<file path="src/rtl/pipelined_control_unit.sv">
// Registered ID/EX control decoder: one cycle of control per accepted opcode,
// with a multi-cycle MUL sequencer, stall/flush handling and a sticky panic state.
module pipelined_control_unit #(
    parameter int unsigned OPCODE_W    = 4,
    parameter int unsigned ALU_TYPE_W  = 4,
    parameter int unsigned BR_TYPE_W   = 4,
    parameter int unsigned MUL_LATENCY = 4,
    parameter int unsigned MAX_OPCODE  = 10
) (
    input  logic                  clk,
    input  logic                  reset_n,
    input  logic                  in_valid,
    output logic                  in_ready,
    input  logic [OPCODE_W-1:0]   opcode,
    input  logic [1:0]            funct,
    input  logic                  stall,
    input  logic                  flush,
    output logic                  out_valid,
    output logic                  alu_operation,
    output logic [ALU_TYPE_W-1:0] alu_operation_type,
    output logic                  write_register,
    output logic                  load_word_memory,
    output logic                  store_word_memory,
    output logic                  branch,
    output logic [BR_TYPE_W-1:0]  branch_operation_type,
    output logic                  jump,
    output logic                  mul_busy,
    output logic                  panic
);

    localparam int unsigned CNT_W = $clog2(MUL_LATENCY + 1);

    typedef enum logic [1:0] {StRun, StMulBusy, StPanic} state_t;

    typedef struct packed {
        logic                  valid;
        logic                  alu;
        logic [ALU_TYPE_W-1:0] alu_type;
        logic                  wr;
        logic                  lw;
        logic                  sw;
        logic                  br;
        logic [BR_TYPE_W-1:0]  br_type;
        logic                  jump;
    } ctrl_t;

    state_t             state_q, state_d;
    logic [CNT_W-1:0]   cnt_q, cnt_d;
    ctrl_t              ctrl_q, ctrl_d;

    always_comb begin
        state_d = state_q;
        cnt_d   = cnt_q;
        ctrl_d  = '0;
        if (flush) begin
            // Flush kills the bundle and any MUL in flight, but never clears panic.
            if (state_q != StPanic) state_d = StRun;
            cnt_d = '0;
        end else if (stall) begin
            ctrl_d = ctrl_q;
        end else begin
            case (state_q)
                StRun: begin
                    if (in_valid) begin
                        case (opcode)
                            OPCODE_W'(0): begin
                                ctrl_d.valid    = 1'b1;
                                ctrl_d.alu      = 1'b1;
                                ctrl_d.alu_type = ALU_TYPE_W'(funct) + ALU_TYPE_W'(1);
                                ctrl_d.wr       = 1'b1;
                            end
                            OPCODE_W'(1): begin
                                ctrl_d.valid = 1'b1;
                                ctrl_d.lw    = 1'b1;
                                ctrl_d.wr    = 1'b1;
                            end
                            OPCODE_W'(2): begin
                                ctrl_d.valid = 1'b1;
                                ctrl_d.sw    = 1'b1;
                            end
                            OPCODE_W'(3): begin
                                ctrl_d.valid   = 1'b1;
                                ctrl_d.br      = 1'b1;
                                ctrl_d.br_type = BR_TYPE_W'(1);
                            end
                            OPCODE_W'(4): begin
                                ctrl_d.valid   = 1'b1;
                                ctrl_d.br      = 1'b1;
                                ctrl_d.br_type = BR_TYPE_W'(2);
                            end
                            OPCODE_W'(5): begin
                                ctrl_d.valid   = 1'b1;
                                ctrl_d.br      = 1'b1;
                                ctrl_d.br_type = BR_TYPE_W'(3);
                            end
                            OPCODE_W'(6): begin
                                ctrl_d.valid = 1'b1;
                                ctrl_d.jump  = 1'b1;
                            end
                            OPCODE_W'(7): begin
                                ctrl_d.valid    = 1'b1;
                                ctrl_d.alu      = 1'b1;
                                ctrl_d.alu_type = ALU_TYPE_W'(5);
                                state_d         = StMulBusy;
                                cnt_d           = CNT_W'(MUL_LATENCY - 1);
                            end
                            default: begin
                                if (32'(opcode) > MAX_OPCODE) state_d = StPanic;
                                else ctrl_d.valid = 1'b1;
                            end
                        endcase
                    end
                end
                StMulBusy: begin
                    if (cnt_q == '0) begin
                        ctrl_d.valid    = 1'b1;
                        ctrl_d.alu      = 1'b1;
                        ctrl_d.alu_type = ALU_TYPE_W'(5);
                        ctrl_d.wr       = 1'b1;
                        state_d         = StRun;
                    end else begin
                        cnt_d = cnt_q - CNT_W'(1);
                    end
                end
                default: ;
            endcase
        end
    end

    always_ff @(posedge clk) begin
        if (!reset_n) begin
            state_q <= StRun;
            cnt_q   <= '0;
            ctrl_q  <= '0;
        end else begin
            state_q <= state_d;
            cnt_q   <= cnt_d;
            ctrl_q  <= ctrl_d;
        end
    end

    assign in_ready              = (state_q == StRun) && !stall;
    assign out_valid             = ctrl_q.valid;
    assign alu_operation         = ctrl_q.alu;
    assign alu_operation_type    = ctrl_q.alu_type;
    assign write_register        = ctrl_q.wr;
    assign load_word_memory      = ctrl_q.lw;
    assign store_word_memory     = ctrl_q.sw;
    assign branch                = ctrl_q.br;
    assign branch_operation_type = ctrl_q.br_type;
    assign jump                  = ctrl_q.jump;
    assign mul_busy              = (state_q == StMulBusy);
    assign panic                 = (state_q == StPanic);

endmodule

</file>
<file path="config.mk">
export PLATFORM = sky130hd
export DESIGN_NAME = pipelined_control_unit
export DESIGN_NICKNAME = d
export VERILOG_FILES = /design/src/rtl/pipelined_control_unit.sv
export SDC_FILE = /design/constraint.sdc
export NUM_CORES = 1
export LEC_CHECK = 0
export BUFFER_PORTS_ARGS = -buffer_cell sky130_fd_sc_hd__buf_2
export CAP_MARGIN = 25
export CORE_MARGIN = 2
export CORE_UTILIZATION = 45
export DETAILED_ROUTE_END_ITERATION = 8
export PLACE_DENSITY_LB_ADDON = 0.12
export SETUP_SLACK_MARGIN = 0.1
export SYNTH_ARGS = -nofsm -noshare
export SYNTH_HDL_FRONTEND = slang
export SYNTH_SLANG_ARGS = --single-unit
</file>
<file path="constraint.sdc">
create_clock -name clk -period 4.75 [get_ports clk]
set_input_delay 0.2375 -clock clk [delete_from_list [all_inputs] [get_ports clk]]
set_output_delay 0.2375 -clock clk [all_outputs]
set_load 0.02 [all_outputs]
</file>
Yosys cells after proc, flatten, opt, wreduce, memory -nomap -nowiden
Cells that the tools add are included.
- input port bits: 11
- register bits: 20
- logic and storage cells: 72
- mux-type cells: 24
- bitwise gates (word level): 2
- reductions and logical operators: 13
- add/sub/neg operators: 2
- equal/unequal tests: 19
- magnitude comparators: 1
- operators by type and width (operator ; number):
    4-bit by 3-bit equality test with 1-bit output, second input constant ; 4
    15-bit two-way mux ; 1
    5-bit case mux with 3 select lines ; 1
    7-bit case mux with 2 select lines ; 1
    2-bit two-way mux ; 6
    5-bit case mux with 2 select lines ; 1
    3-bit two-way mux ; 3
    4-bit by 2-bit equality test with 1-bit output, second input constant ; 2
    8-bit two-way mux ; 1
    2-bit case mux with 2 select lines ; 2
    8-bit OR reduction ; 1
    7-bit two-way mux ; 1
    7-bit AND reduction ; 1
    7-bit OR reduction ; 1
    1-bit two-way mux ; 6
    2-bit by 1-bit != test with 1-bit output, second input constant ; 3
    2-bit != test, second input constant ; 3
    3-bit != test, second input constant ; 2
    3-bit case mux with 2 select lines ; 1
    5-bit AND reduction ; 1
    4-bit by 1-bit equality test with 1-bit output, second input constant ; 1
    4-bit greater-than comparator, second input constant ; 1
    4-bit logical NOT ; 1
    4-bit by 3-bit != test with 1-bit output, second input constant ; 1
    other kinds (13) ; 15

Longest topological paths before layout
- depth after elaboration: 7
- depth in mapped cells: 7

Least setup slack after synthesis
No wires, ideal clock.
- kind: register to register
- start: register state_q[0]
- end: register ctrl_q, in the netlist store_word_memory
- clock period less this slack: 1518 ps
- path buffers: 1
- cell stages (with the launch flop): 6
- setup slack: 3232 ps
- library setup time: 71 ps
- data required time: 4679 ps
- arrival time: 1447 ps
- cells stage by stage: dfxtp_1 buf_2 nand2b_1 nor3_4 or4b_1 a21oi_1
- cells in the longest elaborated chain, start to end: 2
- ends and longest elaborated chain (item ; line ; RTL):
    from (decl) ; 47 ; state_t state_q, state_d;
    from (signal assigned) ; 132 ; state_q <= StRun;
    from (signal assigned) ; 136 ; state_q <= state_d;
    2-bit logical NOT ; 62 ; case (state_q)
    8-bit two-way mux ; 62 ;
    to (signal assigned) ; 138 ; ctrl_q <= ctrl_d;
    to (decl) ; 49 ; ctrl_t ctrl_q, ctrl_d;
Every way passes these cells.
A chain may end at the register's enable or synchronous reset.

Worst setup path after layout
- start: register state_q[1]
- end: register ctrl_q, in the netlist store_word_memory
Same word-level chain as after synthesis.

==> run summary <==
The post-synthesis cell count is 112. In the detailed route, the total length drawn on met3 is 147 um. The routability congestion estimate is 0.826. The via count of the first global-routing pass is 728. The area share of the largest cell type after synthesis is 37.5%.

The max-capacitance violation count came out at 0. The count of input and output buffers came out at 25. The largest individual stage delay along the critical path comes from the cell or4b_1. The met1 wire length is 893 um. The count of state elements after synthesis is 17. The die is 48.9 um tall.

Along the worst path, the maximum fanout reaches 11. The number of buffers created by CTS came out at 3. The detail route stage leaves a number of antenna-violating nets equal to 0.

The maximum clock rate came out at 570 MHz. The leakage power summed over all cells is 0.000450 uW. The number of buffers added to fix hold violations after cts is 0. Once the clock tree was built, the resizer swapped 0 gates to a different size.

The worst setup path is launched from a register. The number of synthesis warnings came out at 0. The share of power burned in combinational logic is 15.2%. The part of the total power dissipated in sequential elements came out at 55.6%. The iteration count of the initial detailed-routing pass is 4. The level count of the clock H-tree is 1. The switching part of the total is 27.7%. The sum of met2 wire segment lengths after detailed routing is 818 um. The buffers inserted during post-CTS setup optimization came out at 0. The category of the critical setup timing path is register to register. The transition time at the pin with the least slew margin came out at 563 ps. The net load switching power is 72.4 uW. The net count reported at finish is 148. The portion of total power attributed to the clock network is 29.2%. The critical path goes through or2_1 -> nor3_4 -> or4b_1 -> a21oi_1. The wire length of the first global-routing pass came out at 3240 um.

The floorplan step defined a core boundary enclosing 1920 um2. The power density of the placed cells is 249 nW/um2. After clock tree synthesis, the clock-pin slew on the worst setup and hold paths is 100 ps. Of the cells placed in the final design, the portion with a size suffix greater than 1 is 23.3%.

The post-placement setup slack is 2880 ps. The endpoint required time on the critical path came out at 4970 ps. The worst hold margin came out at 270 ps. The final hold violation count was 0.

The number of design-rule violations left by the first detailed-router iteration is 27. In the final timing run, aggregate negative setup slack is 0 ps. Yosys mapped the design onto 35 distinct sky130hd cell types.

The top-level I/O count came out at 29. The worst vdd rail ir drop is 0.000158 V. After synthesis, flip-flops and latches occupy 37.5% of the total area. Of the available clock period, the critical path in the final layout requires 36.9%.

Setup repair after global routing left no endpoint under its margin. Summing every instance area after synthesis gives 907 um2. The global route total overflow came out at 0. Counting flops with a built-in enable in the synthesized netlist gives 0. dfxtp_1 is the most common cell in the netlist.

The clock insertion delay at the later pin of the skew report came out at 280 ps. The initial antenna violation count is 0. The design area came out at 1050 um2.

The total count of max-transition violations in the final report is 0. The predominant post-synthesis flop cell is dfxtp_1. dfxtp_1 takes more of the synthesized area than any other cell. The time the worst path needs with I/O delays and setup came out at 1750 ps. The global-route usage over all layers is 16.8%.

TritonCTS built the clock tree. Entering global routing, the biggest net connects 16 pins. The die covers 2390 um2.

The number of cell rows came out at 16. The type of the worst min-delay path is input port to register. Counting instances in the post-synthesis netlist gives the leading cell types as dfxtp_1, nor2_1, a21oi_1. Dividing the detail-routed wire length by the instance count gives 11.6 um.

The number of diodes came out at 0. The flow ran to the end, and the final reports show no timing, DRC or antenna violations. The final setup violation count came out at 0. The highest metal layer with signal wires is met3.

The final HPWL from detailed placement is 1370 um. In the post-synthesis netlist, the biggest area contributors are dfxtp_1, a21oi_1, nor2_1. The smallest setup slack after layout is 3000 ps. The count of clock tree sinks came out at 17. The total power after layout came out at 261 uW.

The final routed DRC violation total came out at 0. The internal power component came out at 189 uW. The stage delay of the slowest cell on the critical path came out at 470 ps. Clock tree synthesis selected as its root buffer the cell clkbuf_4. STA classifies the critical path endpoint as a register.

The data arrival time of the critical path is 1970 ps. The number of buffers between clock root and the deepest sink came out at 2. Once placement finished, the instance area stood at 1020 um2. The layout overhead on the synthesized area is 15.9%. In the routed layout, each cell is associated on average with a via count of 5.19. The headroom to the max-slew limit came out at 62.4%.

The share of synthesized flip-flops with an asynchronous set or reset came out at 0%. A synthesized cell averages 8.10 um2. On the final layout, the worst clock skew is 2.19 ps. The width of the die is 48.9 um. The detailed-route via count came out at 830. The initial core utilization came out at 47.2%.

The routed wire length came out at 1860 um.
-- worst max-delay path: cells and delay by family, from the launching register on --
kind / cells / cell delay, ps
AOI/OAI and AO/OA: 1 / 130
DFF: 1 / 360
and+or+nand+nor: 3 / 1200
-- cell families (layout without fill, tap and decap cells) --
kind of cell / count (synthesis) / after routing / synth area share, %
xor+xnor: 1 / 1 / 0.966
buf+inv: 15 / 34 / 7.59
simple gates: 41 / 41 / 24.0
compound gates: 33 / 33 / 24.3
fa+ha+maj: 3 / 3 / 4.14
flops: 17 / 17 / 37.5
other cells: 1 / 3 / 0.413
mux: 1 / 1 / 1.10
-- final cells by class --
| type | instances | area (um2) |
|---|---|---|
| Multi-Input combinational cell | 82 | 505 |
| Fill cell | 205 | 871 |
| Inverter | 5 | 18.8 |
| Clock buffer | 3 | 22.5 |
| Tap cell | 27 | 33.8 |
| Sequential cell | 17 | 340 |
| Clock inverter | 1 | 5.00 |
| Timing Repair Buffer | 25 | 125 |
-- path summary, 6_finish.rpt --
kind / from / end / slack, ps / cells after the start
setup / recovery: state_q[1] / store_word_memory / 3000 / 4
hold / removal: in_valid / state_q[0] / 270 / 3
setup reg to reg: state_q[1] / store_word_memory / 3000 / 4
hold reg to reg: alu_operation_type[1] / alu_operation_type[1] / 460 / 2
-- routing by layer --
metal / global-route usage (%) / up-vias
met3: 4.29 / 0
met2: 25.6 / 27
li1: - / 432
met5: 0 / -
met4: 4.29 / 0
met1: 23.7 / 371
-- layout by cell type (no fill, tap or decap), drive strengths merged, types with 4 or more instances in the layout --
| cell type | count |
|---|---|
| o21ai | 5 |
| a21oi | 12 |
| nand2 | 9 |
| nor2 | 13 |
| dfxtp | 17 |
| nand2b | 4 |
| inv | 5 |
| buf | 25 |
-- registers in the layout, indices dropped and copies added (netlist names), 2 cells and up --
register,flops
alu_operation_type,3
cnt_q,3
branch_operation_type,2
state_q,2
-- metrics by stage --
stage	instances	util, %
2_1_floorplan	114	-
3_3_place_gp	156	53.3
3_5_place_dp	156	53.3
4_1_cts	160	54.7
5_1_grt	160	54.7
6_report	160	54.7
-- power groups by stage --
stage / Clock (uW) / Sequential, uW / Combinational [uW]
after floorplan: 0 / 149 / 29.2
after global placement: 0 / 149 / 39.2
after detailed placement: 0 / 149 / 39.5
after CTS: 80.3 / 145 / 39.7
after global routing: 86.6 / 146 / 44.6
final: 76.3 / 145 / 39.6
No activity file was read; power rests on OpenSTA's default activity.
